### src/rtl/cpack_dict_ctrl.sv
// Word-level sequencer for the compressor: owns the FIFO-replacement
// dictionary, presents each word to the external comparator bank, picks the
// shortest code from the returned flags and hands one record per word to the
// bit packer.
module cpack_dict_ctrl #(
    parameter int unsigned WIDTH = 32,
    parameter int unsigned WORDS = 16,
    parameter int unsigned IDXW  = $clog2(WORDS)
) (
    input  logic                   clk_i,
    input  logic                   rst_ni,
    input  logic                   in_valid_i,
    output logic                   in_ready_o,
    input  logic [WIDTH-1:0]       in_word_i,
    input  logic                   flush_i,
    output logic [WIDTH-1:0]       cmp_word_o,
    output logic [WORDS*WIDTH-1:0] dictionary_o,
    output logic [WORDS-1:0]       entry_valid_o,
    input  logic                   match_zero_i,
    input  logic                   match_full_i,
    input  logic                   match_zzzx_i,
    input  logic                   match_mmmx_i,
    input  logic                   match_mmxx_i,
    input  logic [IDXW-1:0]        match_idx_i,
    input  logic [7:0]             zzzx_byte_i,
    output logic                   out_valid_o,
    input  logic                   out_ready_i,
    output logic [33:0]            out_code_o,
    output logic [5:0]             out_len_o
);

    localparam logic [1:0] StIdle = 2'd0;
    localparam logic [1:0] StEval = 2'd1;
    localparam logic [1:0] StEmit = 2'd2;

    logic [1:0]       r_state;
    logic [WIDTH-1:0] r_cmp_word;
    logic [WIDTH-1:0] r_dict [WORDS];
    logic [WORDS-1:0] r_valid;
    logic [IDXW-1:0]  r_wr_ptr;
    logic             r_out_valid;
    logic [33:0]      r_out_code;
    logic [5:0]       r_out_len;

    logic [33:0]      w_code;
    logic [5:0]       w_len;
    logic             w_push;

    assign in_ready_o    = (r_state == StIdle) | ((r_state == StEmit) & out_ready_i);
    assign cmp_word_o    = r_cmp_word;
    assign entry_valid_o = r_valid;
    assign out_valid_o   = r_out_valid;
    assign out_code_o    = r_out_code;
    assign out_len_o     = r_out_len;

    for (genvar k = 0; k < WORDS; k++) begin : g_dict_out
        assign dictionary_o[k*WIDTH +: WIDTH] = r_dict[k];
    end

    // Priority code selection; only codes that carry raw word bits get pushed.
    always_comb begin
        w_code = '0;
        w_len  = 6'd34;
        w_push = 1'b0;
        if (match_zero_i) begin
            w_len = 6'd2;
        end else if (match_full_i) begin
            w_code[IDXW+1:0] = {2'b10, match_idx_i};
            w_len            = 6'd6;
        end else if (match_zzzx_i) begin
            w_code[11:0] = {4'b1101, zzzx_byte_i};
            w_len        = 6'd12;
        end else if (match_mmmx_i) begin
            w_code[IDXW+11:0] = {4'b1110, match_idx_i, r_cmp_word[7:0]};
            w_len             = 6'd16;
            w_push            = 1'b1;
        end else if (match_mmxx_i) begin
            w_code[IDXW+19:0] = {4'b1100, match_idx_i, r_cmp_word[15:0]};
            w_len             = 6'd24;
            w_push            = 1'b1;
        end else begin
            w_code[WIDTH+1:0] = {2'b01, r_cmp_word};
            w_push            = 1'b1;
        end
    end

    // Handshake FSM: latch word, evaluate for one cycle, hold record until taken.
    always_ff @(posedge clk_i) begin
        if (!rst_ni) begin
            r_state     <= StIdle;
            r_cmp_word  <= '0;
            r_out_valid <= 1'b0;
            r_out_code  <= '0;
            r_out_len   <= '0;
        end else begin
            case (r_state)
                StIdle: begin
                    if (in_valid_i) begin
                        r_cmp_word <= in_word_i;
                        r_state    <= StEval;
                    end
                end
                StEval: begin
                    r_out_code  <= w_code;
                    r_out_len   <= w_len;
                    r_out_valid <= 1'b1;
                    r_state     <= StEmit;
                end
                StEmit: begin
                    if (out_ready_i) begin
                        r_out_valid <= 1'b0;
                        if (in_valid_i) begin
                            r_cmp_word <= in_word_i;
                            r_state    <= StEval;
                        end else begin
                            r_state <= StIdle;
                        end
                    end
                end
                default: r_state <= StIdle;
            endcase
        end
    end

    // Dictionary update; a flush wins over a push in the same cycle and
    // leaves stale data behind the cleared valid bits.
    always_ff @(posedge clk_i) begin
        if (!rst_ni) begin
            for (int k = 0; k < WORDS; k++) begin
                r_dict[k] <= '0;
            end
            r_valid  <= '0;
            r_wr_ptr <= '0;
        end else if (flush_i) begin
            r_valid  <= '0;
            r_wr_ptr <= '0;
        end else if ((r_state == StEval) && w_push) begin
            r_dict[r_wr_ptr]  <= r_cmp_word;
            r_valid[r_wr_ptr] <= 1'b1;
            r_wr_ptr          <= r_wr_ptr + 1'b1;
        end
    end

endmodule

### config.mk
export PLATFORM = sky130hd
export DESIGN_NAME = cpack_dict_ctrl
export DESIGN_NICKNAME = d
export VERILOG_FILES = /design/src/rtl/cpack_dict_ctrl.sv
export SDC_FILE = /design/constraint.sdc
export NUM_CORES = 1
export LEC_CHECK = 0
export CAP_MARGIN = 20
export CORE_AREA = 2 2 254 256
export DETAILED_ROUTE_END_ITERATION = 6
export DIE_AREA = 0 0 256 258
export PLACE_DENSITY_LB_ADDON = 0.15
export SLEW_MARGIN = 5
export SYNTH_ARGS = -nofsm -noshare
export SYNTH_HDL_FRONTEND = slang
export SYNTH_SLANG_ARGS = --single-unit
### constraint.sdc
create_clock -name clk_i -period 17.63 [get_ports clk_i]
set_clock_uncertainty 0.05 [all_clocks]
set_input_delay 3.526 -clock clk_i [delete_from_list [all_inputs] [get_ports clk_i]]
set_output_delay 3.526 -clock clk_i [all_outputs]
set_load 0.01 [all_outputs]
==> results of run 1 <==
## flip-flops by register name (all words and copies together) (netlist names)
signal	count
cmp_word_o	32
entry_valid_o	16
out_code_o	33
out_len_o	4
out_valid_o	1
r_dict	512
r_state	2
r_wr_ptr	4
## critical path: stages
cell	delay [ps]
clkdlybuf4s50_1	570
inv_1	140
a21oi_1	290
clkdlybuf4s50_1	600
## synthesized netlist by cell type (12+ instances only)
master and count:
buf_1 15, mux2i_1 36, edfxtp_1 512, buf_6 12, nand2_1 131, dfxtp_1 92, nor2_1 298, o21ai_0 36
clkbuf_1 62, nand3_1 28, and2_1 225
## final timing paths
kind	from	end	slack, ps	depth (start not counted)
worst max register to register	r_state[0]	r_dict[5][6]	14400	5
worst max-delay path	out_ready_i	in_ready_o	8920	4
worst min-delay path	entry_valid_o[2]	entry_valid_o[2]	400	2
worst min register to register	entry_valid_o[2]	entry_valid_o[2]	400	2
## final cells by class
cell class,count,area (sq um)
fill,5528,31300
sequential,604,17200
timing repair buffer,707,6970
multi-input combinational,871,4920
clock buffer,94,1860
tap,855,1070
clock inverter,27,231
inverter,7,26.3
antenna,6,15.0
## cell families after synthesis
logic type,after synthesis,share of synthesized area
other,1,0.000167
adders and majority gates,4,0.00222
and+or+nand+nor,730,0.160
muxes,45,0.0205
AOI/OAI and AO/OA,90,0.0261
buffers and inverters,121,0.0262
DFF,604,0.765
## per-layer routing
layer / wire length, um / global-route usage / vias to the layer above
met3: 8010 / 0.0822 / 168
met1: 33100 / 0.311 / 7869
met4: 3960 / 0.126 / 6
met5: 44 / 0 / -
met2: 42000 / 0.424 / 773
li1: - / - / 6870
## power groups by stage
stage / clock network [mW] / registers [mW] / logic [mW]
finish: 1.36 / 1.63 / 0.281
detailed placement: 0 / 1.66 / 0.283
global route: 1.43 / 1.64 / 0.292
floorplan: 0 / 1.69 / 0.0562
global placement: 0 / 1.66 / 0.281
CTS: 1.38 / 1.63 / 0.284
==> summary.txt, run 1 <==
Placement
  – Post-Place Cells: 3044
  – GP Congestion: 0.834
  – Place WS: 8880 ps
  – DP Area: 30200 sq um
  – DPL Wire Length: 60100 um
  – PortBufs: 653

Route
  – Drt initial violations: 1446
  – ANT nets after route: 0
  – Total wire length: 87100 um
  – Vias after detailed routing: 15700
  – Vias/cell: between 4 and 5
  – Wirelength per Cell: 27.5 um
  – # DRC: 0
  – Pre-antenna DRT Iters: 7

STA
  – Fin. Hold Viols: 0
  – Min Tclk post-route: approximately 8700 ps
  – Final Slew Violations: 0
  – Part of the cycle the worst path needs: 0.494
  – Min Hold Slack: approximately 400 ps
  – Setup ws final: about 9000 ps
  – RSZ-0062 raised after global routing: false
  – Final setup viols: 0
  – Total negative slack: 0 ps
  – F_max: about 0.11 GHz
  – Worst-Margin Slew: 1090 ps
  – Max_slew headroom: 0.266

Critical path
  – Crit Path Max Fanout: 3
  – Crit start category: input pin
  – WS Path Type: in -> out
  – Critical Path RT: 14050 ps
  – Crit. End Element: output pin
  – Critical Path AT: 5130 ps

Die
  – Die Y: 258 um
  – Cell Rows: 93
  – Initial Utilization: 0.354
  – Ports: 656
  – Die area: roughly 66000 sq um
  – Core ar.: 63600 sq um
  – Chip width: 256 um

Power
  – Int Pwr: between 2 and 3 mW
  – Power share of the clock group: 0.415
  – IR drop worst, VDD: 0.0000837 V
  – Power per cell area: 101 nW/um^2
  – Switching pwr: 0.756 mW
  – Combinational share of power: 0.086
  – Final Power: 3.27 mW
  – Sequential share of power: 0.499
  – Pleak: 11.1 nW
  – Sw frac: 0.231

Finish
  – Fin area: 32300 sq um
  – Post-route non-filler standard cell count: roughly 3200
  – Commonest non-fill, non-tap cells in the layout: 652 x clkdlybuf4s50_1, 512 x edfxtp_1, 298 x nor2_1, 225 x and2_1, 131 x nand2_1
  – Area growth syn-to-layout: 43.5%
  – Layout Utilization: 0.508
  – Layout cells sized above 1: 0.0810
  – Layout net count: approximately 2300
  – Commonest non-fill, non-tap cell in the layout: clkdlybuf4s50_1

Run status
  – Status: complete, no violations

Global routing
  – Number of global-route vias before repair: 15600
  – GRT Util Overall: 0.259
  – First-pass GRT wire length: 121000 um
  – Total grt overflow: 0
  – Antenna violations before repair: 12
  – Largest net degree at the start of global routing: 94

Clock network
  – Max clock buf depth: 3
  – Post-CTS setup repair buffer count: 0
  – Clk sinks: 604
  – Hold-fix buffers, CTS: 0
  – Cts repair resizes: 0
  – Clock Latency Late Sink: 600 ps
  – CTS tree: done
  – Root Driver: clkbuf_16
  – H-tree Lvls: 3
  – CTS clk-pin slew, worst paths: roughly 60 ps
  – CTS Buf Count: 67

Run
  – Max cap viols: 0

Synth
  – Register area share after synthesis: 0.765
  – Most used DFF post-synth: edfxtp_1
  – Gate Count Post-Synth: 1595
  – Warnings from Yosys: 0
  – Seq cells post-synth: 604
  – FFs w/ async S/R, synth: 0
  – Post-Syn Area: 22500 sq um
  – Leading area contributor after synthesis: edfxtp_1
  – Area contributors post-synth: edfxtp_1 68%, dfxtp_1 8.2%, and2_1 6.3%, nor2_1 5.0%, nand2_1 2.2%
  – Unique cell type count in the Yosys netlist: 57
  – Number of synthesized flops with an enable pin: 512
  – Avg Inst Size Synth: 14.1 sq um
  – Synth top area share: 0.683

Worst hold path
  – Type of the tightest min-delay check: reg -> reg
No activity file was read; power rests on OpenSTA's default activity.
==> run 2, diff against run 1 <==
==> constraint.sdc (replaced) <==
create_clock -name clk_i -period 7.2 [get_ports clk_i]
set_clock_uncertainty 0.05 [all_clocks]
set_input_delay 1.44 -clock clk_i [delete_from_list [all_inputs] [get_ports clk_i]]
set_output_delay 1.44 -clock clk_i [all_outputs]
set_load 0.01 [all_outputs]
==> summary.txt, run 2 (synthesis results as in run 1) <==
Placement
  – GP Congestion: 0.824
  – PortBufs: 653
  – DPL Wire Length: 61500 um

STA
  – RSZ-0062 raised after global routing: false
  – F_max: around 0.23 GHz
  – Total negative slack: 0 ps
  – Min Hold Slack: 402 ps
  – Final setup viols: 0
  – Worst-Margin Slew: about 1100 ps
  – Part of the cycle the worst path needs: 0.600
  – Min Tclk post-route: 4320 ps
  – Final Slew Violations: 0
  – Fin. Hold Viols: 0
  – Max_slew headroom: 0.278

Critical path
  – WS Path Type: in -> out
  – Crit. End Element: output pin
  – Critical Path RT: 5710 ps
  – Critical Path AT: 2830 ps
  – CP startpoint: out_ready_i
  – Worst path top cell family by delay: buffers and inverters
  – Critical R2R Launch: r_state[0]
  – CP cell instances: clkdlybuf4s50_1, inv_1, a21oi_1, clkdlybuf4s50_1
  – Crit start category: input pin
  – Buf+Inv Stages, Crit Path: 3
  – Crit-path slowest cell: clkdlybuf4s50_1
  – Max stage delay on crit path: 620 ps
  – CP most frequent cell: clkdlybuf4s50_1
  – Crit Path Max Fanout: 3

Finish
  – Commonest non-fill, non-tap cell in the layout: clkdlybuf4s50_1
  – Commonest non-fill, non-tap cells in the layout: 652 x clkdlybuf4s50_1, 512 x edfxtp_1, 298 x nor2_1, 225 x and2_1, 131 x nand2_1
  – Register area: 17200 sq um
  – Layout cells sized above 1: 0.0860
  – Largest reg by FF count: r_dict
  – Layout net count: 2319
  – Max reg flops: roughly 510
  – Area growth syn-to-layout: 45.0%
  – Layout Utilization: 0.513
  – Area occupied by multi-input gates: 4920 sq um
  – Filler cell count in the final layout: 5460

Run status
  – Status: complete, no violations

Die
  – Chip width: 256 um
  – Die area: 66000 sq um
  – Cell Rows: 93
  – Core ar.: roughly 64000 sq um
  – Initial Utilization: 0.354
  – Ports: roughly 660
  – Die Y: 258 um

Power
  – Final Power: 8.17 mW
  – Switching pwr: 1.89 mW
  – Pleak: approximately 11 nW
  – Power per cell area: 250 nW/um^2
  – IR drop worst, VDD: 0.000196 V
  – Sequential share of power: 0.490
  – Sw frac: 0.232
  – Combinational share of power: 0.087
  – Power share of the clock group: 0.423
  – Int Pwr: 6.28 mW

Global routing
  – First-pass GRT wire length: 122000 um
  – Number of global-route vias before repair: 15400
  – Antenna violations before repair: 10
  – Total grt overflow: 0
  – GRT Util Overall: 0.261
  – Largest net degree at the start of global routing: slightly below 80

Route
  – Vias after detailed routing: 15600
  – Wirelength per Cell: 27.8 um
  – # DRC: 0
  – Pre-antenna DRT Iters: 5
  – Total wire length: around 90000 um
  – Drt initial violations: 1386
  – ANT nets after route: 0
  – Vias/cell: 4.92

Clock network
  – Cts repair resizes: 0
  – Clk sinks: 604
  – Root Driver: clkbuf_16
  – H-tree Lvls: 3
  – Max clock buf depth: 3
  – CTS Buf Count: 67
  – CTS clk-pin slew, worst paths: roughly 60 ps
  – Post-CTS setup repair buffer count: 0
  – Hold-fix buffers, CTS: 0
  – Clock Latency Late Sink: ~600 ps
  – CTS tree: done

Worst hold path
  – Hold_sp: out_code_o[9]
  – Type of the tightest min-delay check: reg -> reg

Run
  – Max cap viols: 0
run 2: final timing paths:
kind / cells past startpoint / end / slack [ps]
worst max register to register: 4 / r_dict[1][26] / 4280
worst min register to register: 2 / out_code_o[9] / 400
worst min-delay path: 2 / out_code_o[9] / 400
worst max-delay path: 4 / in_ready_o / 2880
run 2: power groups by stage:
stage	sequential, mW	clock (mW)	combinational, mW
2_1_floorplan	4.14	0	0.138
3_3_place_gp	4.08	0	0.690
3_5_place_dp	4.08	0	0.700
4_1_cts	4.00	3.51	0.703
5_1_grt	4.01	3.65	0.735
6_report	4.00	3.46	0.707
run 2: area by class of cell:
type,instances,area share
flip-flops and latches,604,0.528
clock buffers,89,0.0564
multi-input cells,871,0.151
well taps,855,0.0328
repair buffers,710,0.221
inverters,7,0.000805
clock inverters,33,0.0106
diodes,4,0.000307
run 2: worst min-delay path, delay by kind of cell, from the launching register on:
family	cells	cell delay, ps
flops	1	310
simple gates	2	110
run 2: metrics by stage:
| step | setup slack, ps | instance area [sq um] | instances |
|---|---|---|---|
| after floorplan | 1250 | 22500 | 1596 |
| after global placement | 2150 | 30100 | 3032 |
| after detailed placement | 2130 | 30300 | 3039 |
| after CTS | 2770 | 32400 | 3161 |
| after global routing | 2830 | 32600 | 3171 |
| final | 2880 | 32600 | 3173 |
run 2: layer usage:
layer | vias up | wire length [um] | track usage
met2 | 724 | 43700 | 0.442
met3 | 138 | 8080 | 0.0835
li1 | 6866 | - | -
met1 | 7867 | 33300 | 0.312
met4 | 8 | 2990 | 0.0968
met5 | - | 58 | 0
==> run 3, diff against run 2 <==
==> constraint.sdc (replaced) <==
create_clock -name clk_i -period 3.7 [get_ports clk_i]
set_clock_uncertainty 0.05 [all_clocks]
set_input_delay 0.74 -clock clk_i [delete_from_list [all_inputs] [get_ports clk_i]]
set_output_delay 0.74 -clock clk_i [all_outputs]
set_load 0.01 [all_outputs]
==> summary.txt, run 3 (synthesis results as in run 1) <==
Global routing
  – Number of global-route vias before repair: 15800
  – First-pass GRT wire length: between 100000 and 150000 um
  – GRT Util Overall: 0.263
  – Total grt overflow: 0
  – Antenna violations before repair: 8
  – Largest net degree at the start of global routing: 104

Clock network
  – Max clock buf depth: 3
  – Clock Latency Late Sink: 610 ps
  – CTS clk-pin slew, worst paths: about 60 ps
  – Post-CTS setup repair buffer count: 0
  – Hold-fix buffers, CTS: 0
  – Root Driver: clkbuf_16
  – Cts repair resizes: 0
  – CTS Buf Count: 69
  – CTS tree: done
  – Clk sinks: 604
  – H-tree Lvls: 3

Critical path
  – CP most frequent cell: clkdlybuf4s50_1
  – CP startpoint: out_ready_i
  – R2R setup slack: 1070 ps
  – Critical Path AT: between 2000 and 2500 ps
  – Critical path depth: 4
  – R2r endpoint: r_dict[7][4]
  – Worst setup path end: in_ready_o
  – Crit. End Element: output pin
  – CP cell instances: clkdlybuf4s50_1, inv_1, a21oi_1, clkdlybuf4s50_1
  – Crit Path Max Fanout: 3
  – Critical Path RT: around 2900 ps
  – Buf+Inv Stages, Crit Path: 3
  – Crit-path slowest cell: clkdlybuf4s50_1
  – Max stage delay on crit path: 640 ps
  – Worst path top cell family by delay: buffers and inverters
  – Crit start category: input pin
  – R2R cell count: 4
  – WS Path Type: in -> out
  – Critical R2R Launch: r_state[0]

Die
  – Chip width: 256 um
  – Initial Utilization: 0.354
  – Cell Rows: 93
  – Core ar.: about 64000 sq um
  – Die area: between 60000 and 70000 sq um
  – Die Y: 258 um
  – Ports: ~660

Power
  – Final Power: 15.9 mW
  – Sequential share of power: 0.488
  – Power share of the clock group: 0.423
  – IR drop worst, VDD: 0.000454 V
  – Sw frac: 0.236
  – Combinational share of power: 0.089
  – Int Pwr: between 10 and 15 mW
  – Pleak: 11.3 nW
  – Power per cell area: 485 nW/um^2
  – Switching pwr: 3.76 mW

Finish
  – Layout cells sized above 1: 0.101
  – Post-route non-filler standard cell count: 3204
  – Area occupied by multi-input gates: 4950 sq um
  – Register area: ~17000 sq um
  – Max reg flops: 512
  – Layout Utilization: 0.516
  – Layout net count: around 2300
  – Filler cell count in the final layout: 5557
  – Commonest non-fill, non-tap cell in the layout: clkdlybuf4s50_1
  – Fin area: 32800 sq um
  – Largest reg by FF count: r_dict
  – Commonest non-fill, non-tap cells in the layout: 652 x clkdlybuf4s50_1, 512 x edfxtp_1, 298 x nor2_1, 225 x and2_1, 131 x nand2_1
  – Area growth syn-to-layout: 45.8%

STA
  – RSZ-0062 raised after global routing: false
  – Max_slew headroom: 0.372
  – Final Slew Violations: 0
  – Total negative slack: 0 ps
  – F_max: 0.343 GHz
  – Part of the cycle the worst path needs: 0.788
  – Fin. Hold Viols: 0
  – Worst-Margin Slew: 942 ps
  – Final setup viols: 0
  – Min Hold Slack: 407 ps
  – Min Tclk post-route: around 2900 ps
  – Setup ws final: 784 ps

Route
  – ANT nets after route: 0
  – Total wire length: 87700 um
  – Vias after detailed routing: 15700
  – Pre-antenna DRT Iters: 5
  – Vias/cell: just under 5
  – Wirelength per Cell: 27.4 um
  – # DRC: 0
  – Drt initial violations: 1283

Worst hold path
  – Hold_sp: entry_valid_o[3]
  – Hold-critical path depth: 1
  – Type of the tightest min-delay check: reg -> reg

Placement
  – GP Congestion: ~0.83
  – Post-Place Cells: 3075
  – PortBufs: 653
  – DPL Wire Length: 61500 um
  – Place WS: 382 ps
  – DP Area: 30600 sq um

Run
  – Max cap viols: 0

Run status
  – Status: complete, no violations
[run 3: worst min-delay path by stage]
stage,end,slack (ps)
floorplan,entry_valid_o[0],420
global placement,entry_valid_o[11],390
detailed placement,entry_valid_o[3],390
CTS,entry_valid_o[3],410
global route,entry_valid_o[11],430
finish,entry_valid_o[3],410
[run 3: cell type report]
| type | instances | share of cell area |
|---|---|---|
| Sequential cell | 604 | 0.525 |
| Timing Repair Buffer | 738 | 0.223 |
| Multi-Input combinational cell | 871 | 0.151 |
| Clock buffer | 89 | 0.0580 |
| Tap cell | 855 | 0.0326 |
| Clock inverter | 38 | 0.00972 |
| Inverter | 7 | 0.000801 |
| Antenna cell | 2 | 0.000153 |
[run 3: metal layers]
metal / track usage / part of all wire / up-vias
met5: 0 / 0.00059 / -
met4: 0.0968 / 0.033 / 8
met3: 0.0835 / 0.088 / 138
met2: 0.447 / 0.50 / 713
met1: 0.312 / 0.38 / 7923
li1: - / - / 6927
[run 3: power by group through the flow]
stage          combinational (mW)  clock [mW]  sequential [mW]
6_report                     1.42        6.73             7.76
5_1_grt                      1.48        7.08             7.78
4_1_cts                      1.44        6.86             7.76
3_5_place_dp                 1.43           0             7.90
3_3_place_gp                 1.43           0             7.89
2_1_floorplan               0.270           0             8.04
[run 3: worst register-to-register path, delay by kind of cell, from the launching register on]
| kind | cells | cell delay, ps |
|---|---|---|
| and+or+nand+nor | 2 | 930 |
| DFF | 1 | 550 |
| AOI/OAI and AO/OA | 1 | 240 |
| buffers and inverters | 1 | 450 |
